<file path="src/rtl/sram22_arb2_pkg.sv">
// Shared widths, port ids and request record for the two-port sram22 arbiter.
// Defaults match the 4096x8 sram22 macro with a single write-mask bit.
package sram22_arb_pkg;

    localparam int DATA_WIDTH  = 8;
    localparam int ADDR_WIDTH  = 12;
    localparam int WMASK_WIDTH = 1;

    typedef enum logic {
        PORT_A = 1'b0,
        PORT_B = 1'b1
    } port_id_t;

    typedef struct packed {
        logic                  we;
        logic [ADDR_WIDTH-1:0] addr;
        logic [DATA_WIDTH-1:0] wdata;
    } req_t;

endpackage

</file>
<file path="src/rtl/sram22_arb2_if.sv">
// One client port: valid/ready request channel plus valid/ready read-response channel.
// master = requesting client, slave = arbiter.
interface sram22_arb2_if;
    import sram22_arb_pkg::*;

    logic                  req_valid;
    logic                  req_ready;
    req_t                  req;
    logic                  resp_valid;
    logic                  resp_ready;
    logic [DATA_WIDTH-1:0] resp_rdata;

    modport master (
        output req_valid, req, resp_ready,
        input  req_ready, resp_valid, resp_rdata
    );

    modport slave (
        input  req_valid, req, resp_ready,
        output req_ready, resp_valid, resp_rdata
    );

endinterface

</file>
<file path="src/rtl/sram22_resp_slot.sv">
// Per-port read tracker: pending flag for the in-flight macro read and a one-entry response register.
// Latency: captures sram_dout the cycle after issue; holds rdata while resp_valid && !resp_ready.
module sram22_resp_slot #(
    parameter int DATA_WIDTH = 8
) (
    input  logic                  clk,
    input  logic                  rst_n,
    input  logic                  issue,
    input  logic [DATA_WIDTH-1:0] sram_dout,
    input  logic                  resp_ready,
    output logic                  pend,
    output logic                  free,
    output logic                  resp_valid,
    output logic [DATA_WIDTH-1:0] resp_rdata
);

    // Slot can take a new read if it is empty or being drained on this edge.
    assign free = !resp_valid || resp_ready;

    always_ff @(posedge clk or negedge rst_n) begin
        if (!rst_n) begin
            pend       <= 1'b0;
            resp_valid <= 1'b0;
            resp_rdata <= '0;
        end else begin
            pend <= issue;
            if (pend) begin
                resp_valid <= 1'b1;
                resp_rdata <= sram_dout;
            end else if (resp_valid && resp_ready) begin
                resp_valid <= 1'b0;
            end
        end
    end

endmodule

</file>
<file path="src/rtl/sram22_arb2.sv">
// Round-robin arbiter putting two valid/ready clients onto one single-port sram22 macro.
// Latency: read handshake -> resp_valid 2 cycles; reads stall while the port's response is unconsumed.
module sram22_arb2 #(
    parameter int DATA_WIDTH  = sram22_arb_pkg::DATA_WIDTH,
    parameter int ADDR_WIDTH  = sram22_arb_pkg::ADDR_WIDTH,
    parameter int WMASK_WIDTH = sram22_arb_pkg::WMASK_WIDTH
) (
    input  logic                   clk,
    input  logic                   rst_n,
    sram22_arb2_if.slave           a,
    sram22_arb2_if.slave           b,
    output logic                   sram_we,
    output logic [WMASK_WIDTH-1:0] sram_wmask,
    output logic [ADDR_WIDTH-1:0]  sram_addr,
    output logic [DATA_WIDTH-1:0]  sram_din,
    input  logic [DATA_WIDTH-1:0]  sram_dout
);
    import sram22_arb_pkg::*;

    port_id_t rr_ptr;
    logic     a_pend, a_free, b_pend, b_free;
    logic     a_elig, b_elig;
    logic     grant_a, grant_b;
    req_t     sel;

    // Writes need no response slot; reads need an idle pipeline and room for the result.
    assign a_elig = a.req_valid && (a.req.we || (!a_pend && a_free));
    assign b_elig = b.req_valid && (b.req.we || (!b_pend && b_free));

    always_comb begin
        grant_a = 1'b0;
        grant_b = 1'b0;
        if (rst_n) begin
            if (a_elig && b_elig) begin
                grant_a = (rr_ptr == PORT_B);
                grant_b = (rr_ptr == PORT_A);
            end else begin
                grant_a = a_elig;
                grant_b = b_elig;
            end
        end
    end

    assign a.req_ready = grant_a;
    assign b.req_ready = grant_b;

    always_ff @(posedge clk or negedge rst_n) begin
        if (!rst_n) begin
            rr_ptr <= PORT_A;
        end else if (grant_a) begin
            rr_ptr <= PORT_A;
        end else if (grant_b) begin
            rr_ptr <= PORT_B;
        end
    end

    // Idle cycles present a harmless read of address 0.
    always_comb begin
        sel = '0;
        if (grant_a) begin
            sel = a.req;
        end else if (grant_b) begin
            sel = b.req;
        end
    end

    assign sram_we    = sel.we;
    assign sram_addr  = sel.addr;
    assign sram_din   = sel.wdata;
    assign sram_wmask = '1;

    sram22_resp_slot #(.DATA_WIDTH(DATA_WIDTH)) u_slot_a (
        .clk        (clk),
        .rst_n      (rst_n),
        .issue      (grant_a && !a.req.we),
        .sram_dout  (sram_dout),
        .resp_ready (a.resp_ready),
        .pend       (a_pend),
        .free       (a_free),
        .resp_valid (a.resp_valid),
        .resp_rdata (a.resp_rdata)
    );

    sram22_resp_slot #(.DATA_WIDTH(DATA_WIDTH)) u_slot_b (
        .clk        (clk),
        .rst_n      (rst_n),
        .issue      (grant_b && !b.req.we),
        .sram_dout  (sram_dout),
        .resp_ready (b.resp_ready),
        .pend       (b_pend),
        .free       (b_free),
        .resp_valid (b.resp_valid),
        .resp_rdata (b.resp_rdata)
    );

endmodule
</file>
<file path="src/flat_wrapper.sv">
// flat-port wrapper written by rule: the top's interface ports become plain ports
module sram22_arb2_flat import sram22_arb_pkg::*;
#(
    parameter int DATA_WIDTH  = sram22_arb_pkg::DATA_WIDTH,
    parameter int ADDR_WIDTH  = sram22_arb_pkg::ADDR_WIDTH,
    parameter int WMASK_WIDTH = sram22_arb_pkg::WMASK_WIDTH
)
  (clk, rst_n, sram_we, sram_wmask, sram_addr, sram_din, sram_dout, a_req_valid, a_req, a_resp_ready, a_req_ready, a_resp_valid, a_resp_rdata, b_req_valid, b_req, b_resp_ready, b_req_ready, b_resp_valid, b_resp_rdata);
  sram22_arb2_if a_i ();
  sram22_arb2_if b_i ();
  input  logic clk;
  input  logic rst_n;
  output logic sram_we;
  output logic [WMASK_WIDTH-1:0] sram_wmask;
  output logic [ADDR_WIDTH-1:0] sram_addr;
  output logic [DATA_WIDTH-1:0] sram_din;
  input  logic [DATA_WIDTH-1:0] sram_dout;
  input wire logic [$bits(a_i.req_valid)-1:0] a_req_valid;
  input wire logic [$bits(a_i.req)-1:0] a_req;
  input wire logic [$bits(a_i.resp_ready)-1:0] a_resp_ready;
  output wire logic [$bits(a_i.req_ready)-1:0] a_req_ready;
  output wire logic [$bits(a_i.resp_valid)-1:0] a_resp_valid;
  output wire logic [$bits(a_i.resp_rdata)-1:0] a_resp_rdata;
  input wire logic [$bits(b_i.req_valid)-1:0] b_req_valid;
  input wire logic [$bits(b_i.req)-1:0] b_req;
  input wire logic [$bits(b_i.resp_ready)-1:0] b_resp_ready;
  output wire logic [$bits(b_i.req_ready)-1:0] b_req_ready;
  output wire logic [$bits(b_i.resp_valid)-1:0] b_resp_valid;
  output wire logic [$bits(b_i.resp_rdata)-1:0] b_resp_rdata;
  assign a_i.req_valid = a_req_valid;
  assign a_i.req = a_req;
  assign a_i.resp_ready = a_resp_ready;
  assign a_req_ready = a_i.req_ready;
  assign a_resp_valid = a_i.resp_valid;
  assign a_resp_rdata = a_i.resp_rdata;
  assign b_i.req_valid = b_req_valid;
  assign b_i.req = b_req;
  assign b_i.resp_ready = b_resp_ready;
  assign b_req_ready = b_i.req_ready;
  assign b_resp_valid = b_i.resp_valid;
  assign b_resp_rdata = b_i.resp_rdata;
  sram22_arb2 #(.DATA_WIDTH(DATA_WIDTH), .ADDR_WIDTH(ADDR_WIDTH), .WMASK_WIDTH(WMASK_WIDTH)) u_core (.clk(clk), .rst_n(rst_n), .a(a_i), .b(b_i), .sram_we(sram_we), .sram_wmask(sram_wmask), .sram_addr(sram_addr), .sram_din(sram_din), .sram_dout(sram_dout));
endmodule
</file>
<file path="config.mk">
export PLATFORM = sky130hd
export DESIGN_NAME = sram22_arb2_flat
export DESIGN_NICKNAME = d
export VERILOG_FILES = /design/src/rtl/sram22_arb2_pkg.sv /design/src/rtl/sram22_arb2_if.sv /design/src/rtl/sram22_resp_slot.sv /design/src/rtl/sram22_arb2.sv /design/src/flat_wrapper.sv
export SDC_FILE = /design/constraint.sdc
export NUM_CORES = 1
export LEC_CHECK = 0
export BUFFER_PORTS_ARGS = -buffer_cell sky130_fd_sc_hd__buf_4
export CORE_UTILIZATION = 43
export CTS_CLUSTER_DIAMETER = 200
export DETAILED_ROUTE_END_ITERATION = 10
export GPL_TIMING_DRIVEN = 0
export HOLD_SLACK_MARGIN = 0.02
export PLACE_DENSITY = 0.84
export SKIP_CTS_REPAIR_TIMING = 1
export SLEW_MARGIN = 10
export SYNTH_ARGS = -nofsm -noshare
export SYNTH_HDL_FRONTEND = slang
export SYNTH_SLANG_ARGS = --single-unit
export TNS_END_PERCENT = 20
</file>
<file path="constraint.sdc">
create_clock -name clk -period 2.3 [get_ports clk]
set_clock_uncertainty 0.1 [all_clocks]
set_input_delay 0 -clock clk [delete_from_list [all_inputs] [get_ports clk]]
set_output_delay 0 -clock clk [all_outputs]
set_load 0.01 [all_outputs]
</file>
==> impl_metrics.toml, run 1 <==
[synthesis]
ys_async_sr_fraction_pct = 100
synth_mux_area_share_pct = 13.4
synth_edf_count = 0
yosys_register_bits = 21
synth_top_family_by_area = "compound AO/OA/AOI/OAI gates"
seq_area_frac_synth_pct = 39.2
syn_area_um2 = 1340
yosys.area_share.xor_xnor_pct = 0
synthCells = 134
synth_adder_area_share_pct = 0
syn_area_per_cell_um2 = 10.0
synth_fp_nets = 190
synth-simple-area-share_pct = 19.3
yosys_warnings = 0
ys.flop_type = "dfrtp_1"
ys_types = 28
synth_area_leaders = "dfrtp_1 (39%), o22ai_2 (17%), mux2_2 (13%)"
yosys.area.top_type = "dfrtp_1"
synth_top_cell_area_share_pct = 39.2
synth_compound_area_share_pct = 21.7

[timing]
setup_ws_ns = 0.341
tightest_slew_ns = 0.932
drv_slew = 0
finalCriticalPeriod_ns = 1.96
maxSlewHeadroom_pct = 37.7
max_freq_mhz = 510
post-route-period-util_pct = 85.2
setup_viol = 0
grt_setup_unrepaired = "false"
finalSetupTns_ns = 0
hold_viol_final = 0

[detailed_routing]
vias_per_cell = 5.24
drtIter0Drc = 32
vias = 1478
ant_nets = 0
wl_um = 4280
drcViolationCount = 1
wl_per_cell_um = 15.2
first_pass_iters = 7

[global_route]
grt_max_degree = 23
grt_pass1_vias = 1363
grtUsageTotal_pct = 23.2
antenna_found_initial = 0
grt_pass1_wl_um = 6070
overflow = 0

[finish]
multi_input_area_um2 = 733
fin_cells = 282
area_growth_pct = 71.4
final_common_cell = "buf_4"
utilization_pct = 80.5
diodes = 0
drive_gt1_share_pct = 57.8
fin_nets = 308
layout_common_cells = "buf_4 (99), nand2_1 (41), dfrtp_1 (21)"
fillers = 200
seqCellArea_um2 = 526

[clock_tree]
clk_latency_ns = 0.31
cts_buffers = 3
cts.sinks = 21
path_clk_slew_ns = 0.12
htreeDepth = 1
tritoncts = "done"
cts_root_buf = "clkbuf_4"
cts_buffer_depth = 2

[outcome]
status = "finished with violations"
violations = "DRC"

[power]
ir_worst_vdd_uv = 581
pwr_density_cell_nw_per_um2 = 577
leakage_nw = 1.12

[critical_path]
critPathKind = "register to output pin"
crit_top_cell = "buf_4"
path_max_fanout = 10
cpMaxStageDelayCell = "dfrtp_1"
critical_path.cell_chain = "buf_2 > nand2b_1 > o2111ai_1 > nand3_1 > buf_4 > o22ai_1 > buf_4"
arrival_ns = 1.86
critPathRequiredTime_ns = 2.20
cp-end-kind = "output pin"
cp_slowest_stage_delay_ns = 0.34
worst_setup_path_start_kind = "register"

[floorplanning]
die_y_um = 57.8
rows = 19
io_pins = 98
initial_utilization_pct = 47.0
fp.coreArea_um2 = 2850
die-area_um2 = 3340
die_x_um = 57.8

[placement]
io_buffer_count = 96
place.gp.congestion = 0.759
place.detailed.hpwl_um = 3090
pre_cts_slack_ns = 0.698
place_inst = 261

[min_path]
min_path_type = "input pin to register"

[job]
cap_violations = 0
## metal layers
layer	up-vias	routed length [um]	global-route usage (%)
met4	0	21	4.42
met2	50	2370	41.5
met1	722	1720	28.8
li1	702	-	-
met3	4	176	5.13
met5	-	0	0
## worst paths after layout
kind / from / to / slack (ns) / cells past startpoint
max in group asynchronous: rst_n / u_core.u_slot_a.resp_rdata[3] / 0.70 / 3
max reg2reg: u_core.u_slot_a.pend / u_core.u_slot_b.pend / 0.39 / 6
min reg2reg: u_core.u_slot_b.resp_rdata[6] / u_core.u_slot_b.resp_rdata[6] / 0.42 / 1
min: b_req_valid / u_core.u_slot_a.pend / 0.24 / 5
max: u_core.u_slot_a.pend / sram_din[1] / 0.34 / 7
min in group asynchronous: rst_n / u_core.u_slot_b.resp_rdata[6] / 0.83 / 3
## final cells by class
class / count / area share (%)
inverter: 2 / 0.327
multi-input combinational: 99 / 31.9
tap: 31 / 1.69
timing repair buffer: 113 / 38.8
buffer: 12 / 3.21
clock buffer: 3 / 0.980
clock inverter: 1 / 0.218
sequential: 21 / 22.9
## cell usage after synthesis (2+ instances only)
master,number
nor3_1,2
nand2_1,41
buf_6,2
mux2_2,16
o22ai_2,18
buf_2,2
nand2b_1,3
clkbuf_1,5
inv_1,2
o22ai_1,2
buf_4,3
dfrtp_1,21
nor2_1,2
## worst max-delay path, delay by kind of cell (launching register included)
kind            cells  cell delay, ns
buf+inv             3            0.64
compound gates      2            0.27
simple gates        2            0.31
flops               1            0.34
## stage by stage
step | power, mW | area, um^2 | hold slack [ns]
finish | 1.33 | 2300 | 0.241
global route | 1.40 | 2300 | 0.267
CTS | 1.29 | 2130 | -0.544
detailed placement | 1.12 | 2100 | -0.198
global placement | 1.10 | 2100 | -0.209
floorplan | 0.801 | 1340 | -0.396
## report_power, final
| group | internal, mW | switching [mW] | leakage, nW |
|---|---|---|---|
| clock network | 0.0650 | 0.115 | 0.0177 |
| registers | 0.460 | 0.0531 | 0.255 |
| logic | 0.362 | 0.271 | 0.851 |
| total | 0.886 | 0.440 | 1.12 |
## logic make-up (layout without fill, tap and decap cells)
logic type	count (synthesis)	in the layout
AOI/OAI and AO/OA	27	27
buffers and inverters	14	131
DFF	21	21
muxes	16	16
other	1	1
and+or+nand+nor	55	55
## flip-flops by register name, summed over array words and instances, names as in the netlist
signal / flops
u_core.rr_ptr: 1
u_core.u_slot_a.resp_valid: 1
u_core.u_slot_b.resp_valid: 1
u_core.u_slot_a.pend: 1
u_core.u_slot_b.pend: 1
u_core.u_slot_b.resp_rdata: 8
u_core.u_slot_a.resp_rdata: 8
No activity file was read; power rests on OpenSTA's default activity.
==> run 2, diff against run 1 <==
CORE_UTILIZATION = 40   (was 43)
PLACE_DENSITY = 0.79   (was 0.84)
clock period = 1.85 ns   (was 2.3 ns; I/O delays follow)
==> run 2 against run 1 <==
The run now ends clean. Global-route usage decreased by 4.1 points. Clock power grew 23%. Die area rose by 7.2%. Register-to-register slack improved by 0.06 ns. Count of clock-buffer cells in the layout grew 1. Total power grew 24%. Highest routed layer unchanged.
==> impl_metrics.toml, run 2 (synthesized netlist as in run 1, its figures left out) <==
[critical_path]
path_max_fanout = 10
critPathKind = "register to output pin"
cp-end-kind = "output pin"
arrival_ns = 1.74
worst_setup_path_start_kind = "register"
rr_worst_depth = 5
critPathRequiredTime_ns = 1.75

[global_route]
overflow = 0
grt_max_degree = 23
grt_pass1_wl_um = 5180
grt_pass1_vias = 1120
antenna_found_initial = 0
grtUsageTotal_pct = 19.1

[timing]
post-route-period-util_pct = 99.6
finalCriticalPeriod_ns = 1.84
setup_ws_ns = 0.00759
maxSlewHeadroom_pct = 37.9
setup_viol = 0
drv_slew = 0
hold_viol_final = 0
grt_setup_unrepaired = "true"
finalSetupTns_ns = 0
tightest_slew_ns = 0.928
max_freq_mhz = 543

[power]
pwr_density_cell_nw_per_um2 = 709
leakage_nw = 1.11
ir_worst_vdd_uv = 518
total_power_mw = 1.64

[finish]
drive_gt1_share_pct = 59.3
final_common_cell = "buf_4"
area_growth_pct = 72.5
diodes = 0
top_regs = "u_core.u_slot_a.resp_rdata x8, u_core.u_slot_b.resp_rdata x8"
layout_common_cells = "buf_4 (97), nand2_1 (41), dfrtp_1 (21)"
final_area_um2 = 2310
fin_nets = 305

[min_path]
min_path_cells = 3
min_path_type = "input pin to register"

[placement]
place.gp.congestion = 0.706
place.detailed.hpwl_um = 2800
pre_cts_slack_ns = 0.308
placed_area_um2 = 2120
io_buffer_count = 96

[job]
cap_violations = 0

[detailed_routing]
first_pass_iters = 4
wl_um = 3930
vias = 1410
drcViolationCount = 0
ant_nets = 0
drtIter0Drc = 60
wl_per_cell_um = 13.4
vias_per_cell = 4.83

[clock_tree]
clk_latency_ns = 0.31
cts_buffers = 3
path_clk_slew_ns = 0.11
tritoncts = "done"
cts_buffer_depth = 2
cts_root_buf = "clkbuf_4"
cts.sinks = 21
htreeDepth = 1

[floorplanning]
die_x_um = 59.9
fp.coreArea_um2 = 3130
die_y_um = 59.9
rows = 20
die-area_um2 = 3590
initial_utilization_pct = 42.8
io_pins = 98

[outcome]
status = "finished, final reports clean"
run 2: final cells by class:
cell class / count / area, um^2
multi-input combinational: 99 / 753
buffer: 12 / 83.8
sequential: 21 / 526
inverter: 2 / 7.51
fill: 249 / 816
clock buffer: 4 / 26.3
timing repair buffer: 110 / 861
tap: 44 / 55.1
run 2: worst max-delay path: stages (launching register included):
cell and delay (ns):
dfrtp_1 0.36, or3b_4 0.40, nand4b_4 0.11, nand3_4 0.10, buf_6 0.17, o22ai_2 0.16
buf_4 0.14
run 2: layer usage:
| layer | global-route usage, % | wire length, um | part of all wire, % |
|---|---|---|---|
| met1 | 26.5 | 1720 | 44 |
| met3 | 4.11 | 155 | 3.9 |
| met2 | 30.2 | 1990 | 51 |
| met5 | 0 | 0 | 0 |
| met4 | 4.65 | 68 | 1.7 |
run 2: where the power goes:
group	switching, mW	total (mW)	internal (mW)
clock network	0.137	0.221	0.0841
logic	0.328	0.777	0.450
registers	0.0682	0.640	0.572
run 2: path summary, 6_finish.rpt:
kind	to	slack (ns)	startpoint
max in group asynchronous	u_core.u_slot_b.resp_rdata[6]	0.80	rst_n
worst min register to register	u_core.u_slot_b.resp_rdata[3]	0.42	u_core.u_slot_b.resp_rdata[3]
worst max register to register	u_core.u_slot_a.pend	0.45	u_core.u_slot_b.resp_valid
worst max-delay path	sram_addr[11]	0.008	u_core.u_slot_b.resp_valid
min in group asynchronous	u_core.u_slot_a.resp_valid	0.28	rst_n
worst min-delay path	u_core.u_slot_b.resp_valid	0.05	b_resp_ready
run 2: per-stage QoR:
stage               cells  utilization [%]  hold slack (ns)
floorplan             134                -           -0.396
global placement      274             67.6           -0.202
detailed placement    274             67.6           -0.201
CTS                   278             68.5           -0.541
global route          292             73.9           0.0353
finish                292             73.9           0.0513
